<file path="config.mk">
export PLATFORM = sky130hd
export DESIGN_NAME = calc_port_driver
export DESIGN_NICKNAME = d
export VERILOG_FILES = /design/src/rtl/calc_drv_pkg.sv /design/src/rtl/calc_drv_timer.sv /design/src/rtl/calc_port_driver.sv
export SDC_FILE = /design/constraint.sdc
export NUM_CORES = 1
export LEC_CHECK = 0
export CAP_MARGIN = 20
export CORE_UTILIZATION = 45
export CTS_CLUSTER_DIAMETER = 80
export DETAILED_ROUTE_END_ITERATION = 16
export PLACE_DENSITY = 0.92
export RECOVER_POWER = 100
export SYNTH_ARGS = -nofsm -noshare
export SYNTH_HDL_FRONTEND = slang
export SYNTH_SLANG_ARGS = --single-unit
</file>
<file path="constraint.sdc">
create_clock -name c_clk -period 3.1 [get_ports c_clk]
set_input_delay 0.775 -clock c_clk [delete_from_list [all_inputs] [get_ports c_clk]]
set_output_delay 0.775 -clock c_clk [all_outputs]
set_load 0.02 [all_outputs]
</file>
<file path="src/rtl/calc_drv_pkg.sv">
// Shared types and constants for the calculator port driver.
package calc_drv_pkg;

    typedef enum logic [2:0] {
        StIdle,
        StSendOp1,
        StSendOp2,
        StWaitResp,
        StHoldRsp
    } drv_state_e;

    localparam logic [3:0] CMD_NOP = 4'd0;
    localparam logic [3:0] CMD_ADD = 4'd1;
    localparam logic [3:0] CMD_SUB = 4'd2;
    localparam logic [3:0] CMD_SHL = 4'd5;
    localparam logic [3:0] CMD_SHR = 4'd6;

    localparam logic [1:0] RESP_NONE = 2'd0;
    localparam logic [1:0] RESP_OK   = 2'd1;
    localparam logic [1:0] RESP_ERR  = 2'd2;
    localparam logic [1:0] RESP_INV  = 2'd3;

endpackage

</file>
<file path="src/rtl/calc_drv_timer.sv">
// WAIT_RESP cycle counter. expired is high during the TIMEOUT_CYCLES-th enabled cycle.
// Only instantiated when CALC_DRV_TIMEOUT_EN is defined.
module calc_drv_timer #(
    parameter int unsigned TIMEOUT_CYCLES = 10
) (
    input  logic c_clk,
    input  logic reset,
    input  logic clear,
    input  logic enable,
    output logic expired
);

    localparam int unsigned CntW = (TIMEOUT_CYCLES > 1) ? $clog2(TIMEOUT_CYCLES) : 1;
    localparam logic [CntW-1:0] Limit = CntW'(TIMEOUT_CYCLES - 1);

    logic [CntW-1:0] count_q;

    assign expired = enable && (count_q == Limit);

    // Count enabled cycles, saturating at the limit; clear whenever not waiting.
    always_ff @(posedge c_clk) begin
        if (reset || clear) begin
            count_q <= '0;
        end else if (enable && !expired) begin
            count_q <= count_q + CntW'(1);
        end
    end

endmodule

</file>
<file path="src/rtl/calc_port_driver.sv">
// Drives one calculator request port: accepts a command with two operands, serialises it
// onto the req bus over two cycles, waits for the response and holds it until taken.
// Optional WAIT_RESP timeout enabled by defining CALC_DRV_TIMEOUT_EN.
module calc_port_driver
    import calc_drv_pkg::*;
#(
    parameter int unsigned TIMEOUT_CYCLES = 10
) (
    input  logic        c_clk,
    input  logic        reset,
    input  logic        in_valid,
    output logic        in_ready,
    input  logic [3:0]  in_cmd,
    input  logic [31:0] in_op1,
    input  logic [31:0] in_op2,
    output logic [3:0]  req_cmd_out,
    output logic [31:0] req_data_out,
    input  logic [1:0]  out_resp,
    input  logic [31:0] out_data,
    output logic        rsp_valid,
    input  logic        rsp_ready,
    output logic [1:0]  rsp_resp,
    output logic [31:0] rsp_data,
    output logic        rsp_timeout
);

    drv_state_e  state_q, state_d;
    logic [3:0]  cmd_q, cmd_d;
    logic [31:0] op1_q, op1_d;
    logic [31:0] op2_q, op2_d;
    logic [1:0]  resp_q, resp_d;
    logic [31:0] data_q, data_d;
    logic        timed_out;

`ifdef CALC_DRV_TIMEOUT_EN
    logic timeout_q, timeout_d;
    logic wait_active;

    assign wait_active = (state_q == StWaitResp);

    calc_drv_timer #(
        .TIMEOUT_CYCLES(TIMEOUT_CYCLES)
    ) u_timer (
        .c_clk  (c_clk),
        .reset  (reset),
        .clear  (!wait_active),
        .enable (wait_active),
        .expired(timed_out)
    );

    assign rsp_timeout = timeout_q;
`else
    assign timed_out   = 1'b0;
    assign rsp_timeout = 1'b0;

    // The limit only matters with the timer built in.
    if (TIMEOUT_CYCLES == 0) begin : g_no_timer_cfg
    end
`endif

    assign rsp_resp = resp_q;
    assign rsp_data = data_q;

    // Next-state, capture and req/handshake outputs.
    always_comb begin
        state_d      = state_q;
        cmd_d        = cmd_q;
        op1_d        = op1_q;
        op2_d        = op2_q;
        resp_d       = resp_q;
        data_d       = data_q;
`ifdef CALC_DRV_TIMEOUT_EN
        timeout_d    = timeout_q;
`endif
        in_ready     = 1'b0;
        rsp_valid    = 1'b0;
        req_cmd_out  = CMD_NOP;
        req_data_out = '0;

        case (state_q)
            StIdle: begin
                in_ready = 1'b1;
                if (in_valid) begin
                    cmd_d   = in_cmd;
                    op1_d   = in_op1;
                    op2_d   = in_op2;
                    state_d = StSendOp1;
                end
            end
            StSendOp1: begin
                req_cmd_out  = cmd_q;
                req_data_out = op1_q;
                state_d      = StSendOp2;
            end
            StSendOp2: begin
                req_data_out = op2_q;
                // The calculator never answers a no-op, so synthesise an empty result.
                if (cmd_q == CMD_NOP) begin
                    resp_d    = RESP_NONE;
                    data_d    = '0;
`ifdef CALC_DRV_TIMEOUT_EN
                    timeout_d = 1'b0;
`endif
                    state_d   = StHoldRsp;
                end else begin
                    state_d = StWaitResp;
                end
            end
            StWaitResp: begin
                // A response on the limit cycle wins over the timeout.
                if (out_resp != RESP_NONE) begin
                    resp_d    = out_resp;
                    data_d    = out_data;
`ifdef CALC_DRV_TIMEOUT_EN
                    timeout_d = 1'b0;
`endif
                    state_d   = StHoldRsp;
                end else if (timed_out) begin
                    resp_d    = RESP_NONE;
                    data_d    = '0;
`ifdef CALC_DRV_TIMEOUT_EN
                    timeout_d = 1'b1;
`endif
                    state_d   = StHoldRsp;
                end
            end
            StHoldRsp: begin
                rsp_valid = 1'b1;
                if (rsp_ready) begin
                    state_d = StIdle;
                end
            end
            default: state_d = StIdle;
        endcase
    end

    // State and capture registers; reset discards any in-flight transaction.
    always_ff @(posedge c_clk) begin
        if (reset) begin
            state_q   <= StIdle;
            cmd_q     <= '0;
            op1_q     <= '0;
            op2_q     <= '0;
            resp_q    <= '0;
            data_q    <= '0;
`ifdef CALC_DRV_TIMEOUT_EN
            timeout_q <= 1'b0;
`endif
        end else begin
            state_q   <= state_d;
            cmd_q     <= cmd_d;
            op1_q     <= op1_d;
            op2_q     <= op2_d;
            resp_q    <= resp_d;
            data_q    <= data_d;
`ifdef CALC_DRV_TIMEOUT_EN
            timeout_q <= timeout_d;
`endif
        end
    end

endmodule

</file>
==> impl_metrics.toml <==
[final_layout]
multi_input_area_um2 = 1750
finalCoreUtilization = 0.694
nNetsFinal = 721
final_layout_size_suffix_gt1_frac = 0.0565
layout.filler_cells = 653
layout-area-overhead-vs-synth_pct = 49.1
diodes = 0
register_area_um2 = 2100

[global_routing]
first_global_vias = 3968
global_route_wire_length_before_repair_um = 18400
overflow = 0
grt_max_degree = 69
antenna_found_initial = 0
grtUsageTotal = 0.239

[drt]
post_route_ant_nets = 0
dr_total_vias = 4001
drt_drc_violations_left = 0
detail_route.wl_per_cell_um = 15.6
firstDrtPassIters = 4
routed_wire_length_um = 11400
route.detailed.vias_per_inst = 5.50
detailedRoute.firstIterationViolations = 98

[setup_path]
critical_path_start_type = "flip-flop"
endpoint_kind = "output port"
regToRegStartpoint = "state_q[1]"
path_class = "reg2out"
critical_path.max_fanout = 32
critical_path_depth = 5
timing.reg2reg.worst_path_depth = 5
cpPeakStageDelay_ns = 0.61
worst_ep_arrival_time_ns = 2.17
cp-startpoint = "state_q[1]"
critical_path.top_delay_family = "buffers and inverters"
cp_data_required_time_ns = 2.32
slowest_stage = "sky130_fd_sc_hd__clkdlybuf4s50_1"
worst-path-buf-inv = 2
cp_cell_sequence = "nand2b_1 -> nor2_2 -> buf_12 -> a22o_1 -> clkdlybuf4s50_1"

[synth]
dominantRegCellSynth = "sky130_fd_sc_hd__dfxtp_1"
synth.yosys.seq_area_share = 0.518
synthTopCellsByCount = "sky130_fd_sc_hd__nand2_1, sky130_fd_sc_hd__dfxtp_1, sky130_fd_sc_hd__a21oi_1"
yosysTopAreaCellShare = 0.518
post_synth_inst_count = 458
asyncSetResetFlopFracSynth = 0
number_of_storage_elements_in_the_synthesis_netlist = 105
yosys.cell_count.top_type = "sky130_fd_sc_hd__nand2_1"
synth.yosys.warnings = 0
synth-edff-count = 0
syn_area_per_cell_um2 = 8.86
yosys-top-cells-area = "sky130_fd_sc_hd__dfxtp_1, sky130_fd_sc_hd__nand2_1, sky130_fd_sc_hd__a21oi_1"
syn_nets = 564
synth_area_um2 = 4060
synth_top_area_cell = "sky130_fd_sc_hd__dfxtp_1"
yosys.cell_types.count = 35

[run_status]
status = "finished clean"

[clock_tree]
cts_htree_levels = 3
buffers_inserted_by_post_cts_timing_repair = 0
clk_latency_ns = 0.35
cts_made_buffers = 9
clock_pin_slew_reported_for_the_worst_setup_and_hold_paths_after_clock_tree_synthesis_ns = 0.09
clk_root_buffer_cell = "sky130_fd_sc_hd__clkbuf_8"
clk_path_buf_depth = 2
tritoncts_num_sinks = 105
tritoncts_clock_tree = "built"

[min_path]
worstHoldPathType = "reg2reg"
whs_path_depth = 2
min-delay-start = "op2_q[13]"

[die]
floorplan_die_height_um = 97.0
fp.dieArea_um2 = 9400
die_width_um = 97.0
fp-row-count = 34
core_area_um2 = 8720
io_pins = 179
initial_utilization = 0.465

[sta]
clock.fmax_mhz = 339
setup_slack_ns = 0.154
slew_viol_final = 0
final-setup-viol-count = 0
final_layout_setup_total_negative_slack_ns = 0
hold_viol_final = 0
rsz0062_at_grt = "false"
period_share = 0.950
tightestPinTransition_ns = 1.35
slew_headroom = 0.101
min_period_ns = 2.95
fin_worst_skew_ns = 0.0154

[placed_design]
io_buffers = 177
detailedPlacementHpwl_um = 8090
place_ws_ns = 0.461
gp_congestion = 0.842

[pwr]
power_density_nw_per_um2 = 470
power_leakage_nw = 2.32
vdd_ir_drop_max_uv = 298

[job]
maxCapViolCount = 0
[cells by family (layout without fill, tap and decap cells)]
logic type | Yosys count | count (layout) | synth area share
muxes | 1 | 1 | 0.00278
and+or+nand+nor | 161 | 161 | 0.169
other | 1 | 1 | 0.000924
buffers and inverters | 45 | 207 | 0.0549
DFF | 105 | 105 | 0.518
AOI/OAI and AO/OA | 145 | 145 | 0.254
[per-stage QoR]
stage	cell area [µm²]	hold WS (ns)	power, W	instances
final	6050	0.459	0.00285	728
after global routing	6050	0.473	0.00298	728
after CTS	6060	0.460	0.00287	728
after detailed placement	5880	0.447	0.00211	712
after global placement	5880	0.443	0.00209	712
after floorplan	4060	0.436	0.00184	458
[worst paths after layout]
path | slack [ns] | end
worst max-delay path | 0.15 | req_data_out[29]
worst min-delay path | 0.46 | op2_q[13]
worst max register to register | 0.88 | op1_q[28]
worst min register to register | 0.46 | op2_q[13]
[per-layer routing]
layer  up-vias  wire [µm]  GRT usage
li1       1921          -          -
met4         0        267     0.0941
met1      1892       4700      0.282
met2       168       5550      0.407
met5         -          0          0
met3        20        869     0.0679
[sequential cells by signal, summed over array words and instances (netlist names)]
signal    count
rsp_resp      2
op2_q        32
rsp_data     32
state_q       3
op1_q        32
cmd_q         4
[worst reg2reg max path: stages, from the launching register on]
cell and delay [ns]:
sky130_fd_sc_hd__dfxtp_1 0.39, sky130_fd_sc_hd__buf_4 0.20, sky130_fd_sc_hd__or4b_2 0.66, sky130_fd_sc_hd__clkbuf_1 0.49
sky130_fd_sc_hd__nand2_1 0.23, sky130_fd_sc_hd__a21oi_1 0.09
[what timing repair did]
action / CTS / global route
setup endpoints to repair: 0 / 24
resized for setup: 0 / 1
hold buffers: 0 / 0
[layout make-up]
class / count / share of cell area
Inverter: 2 / 0.00124
Sequential cell: 105 / 0.348
Clock buffer: 10 / 0.0228
Clock inverter: 6 / 0.00703
Timing Repair Buffer: 189 / 0.309
Multi-Input combinational cell: 308 / 0.289
Tap cell: 108 / 0.0223
[cell usage in the layout, fill, tap and decap left out, drive strengths merged]
master and instances:
clkinvlp 2, or4b 1, or3b 1, or4 1, nor4 3, o221a 1, nor3 4, o21ai 1
inv 2, a211oi 2, mux2 1, o32ai 1, clkdlybuf4s50 135, nand2b 1, a22o 32, o211a 1
dfxtp 105, o22ai 1, clkinv 4, nor2 2, nand3 1, and2 4, nor4b 1, a32o 32
o211ai 1, nand2 139, nor2b 2, nor3b 1, dlygate4sd3 41, a21oi 71, buf 9, conb 1
clkbuf 14, a31oi 2
[power by group]
part           leakage, nW  internal, W  switching [W]
Combinational         1.37     0.000275       0.000304
Sequential           0.857      0.00144      0.0000579
Clock               0.0887     0.000316       0.000455
(Power assumes the default switching activity.)
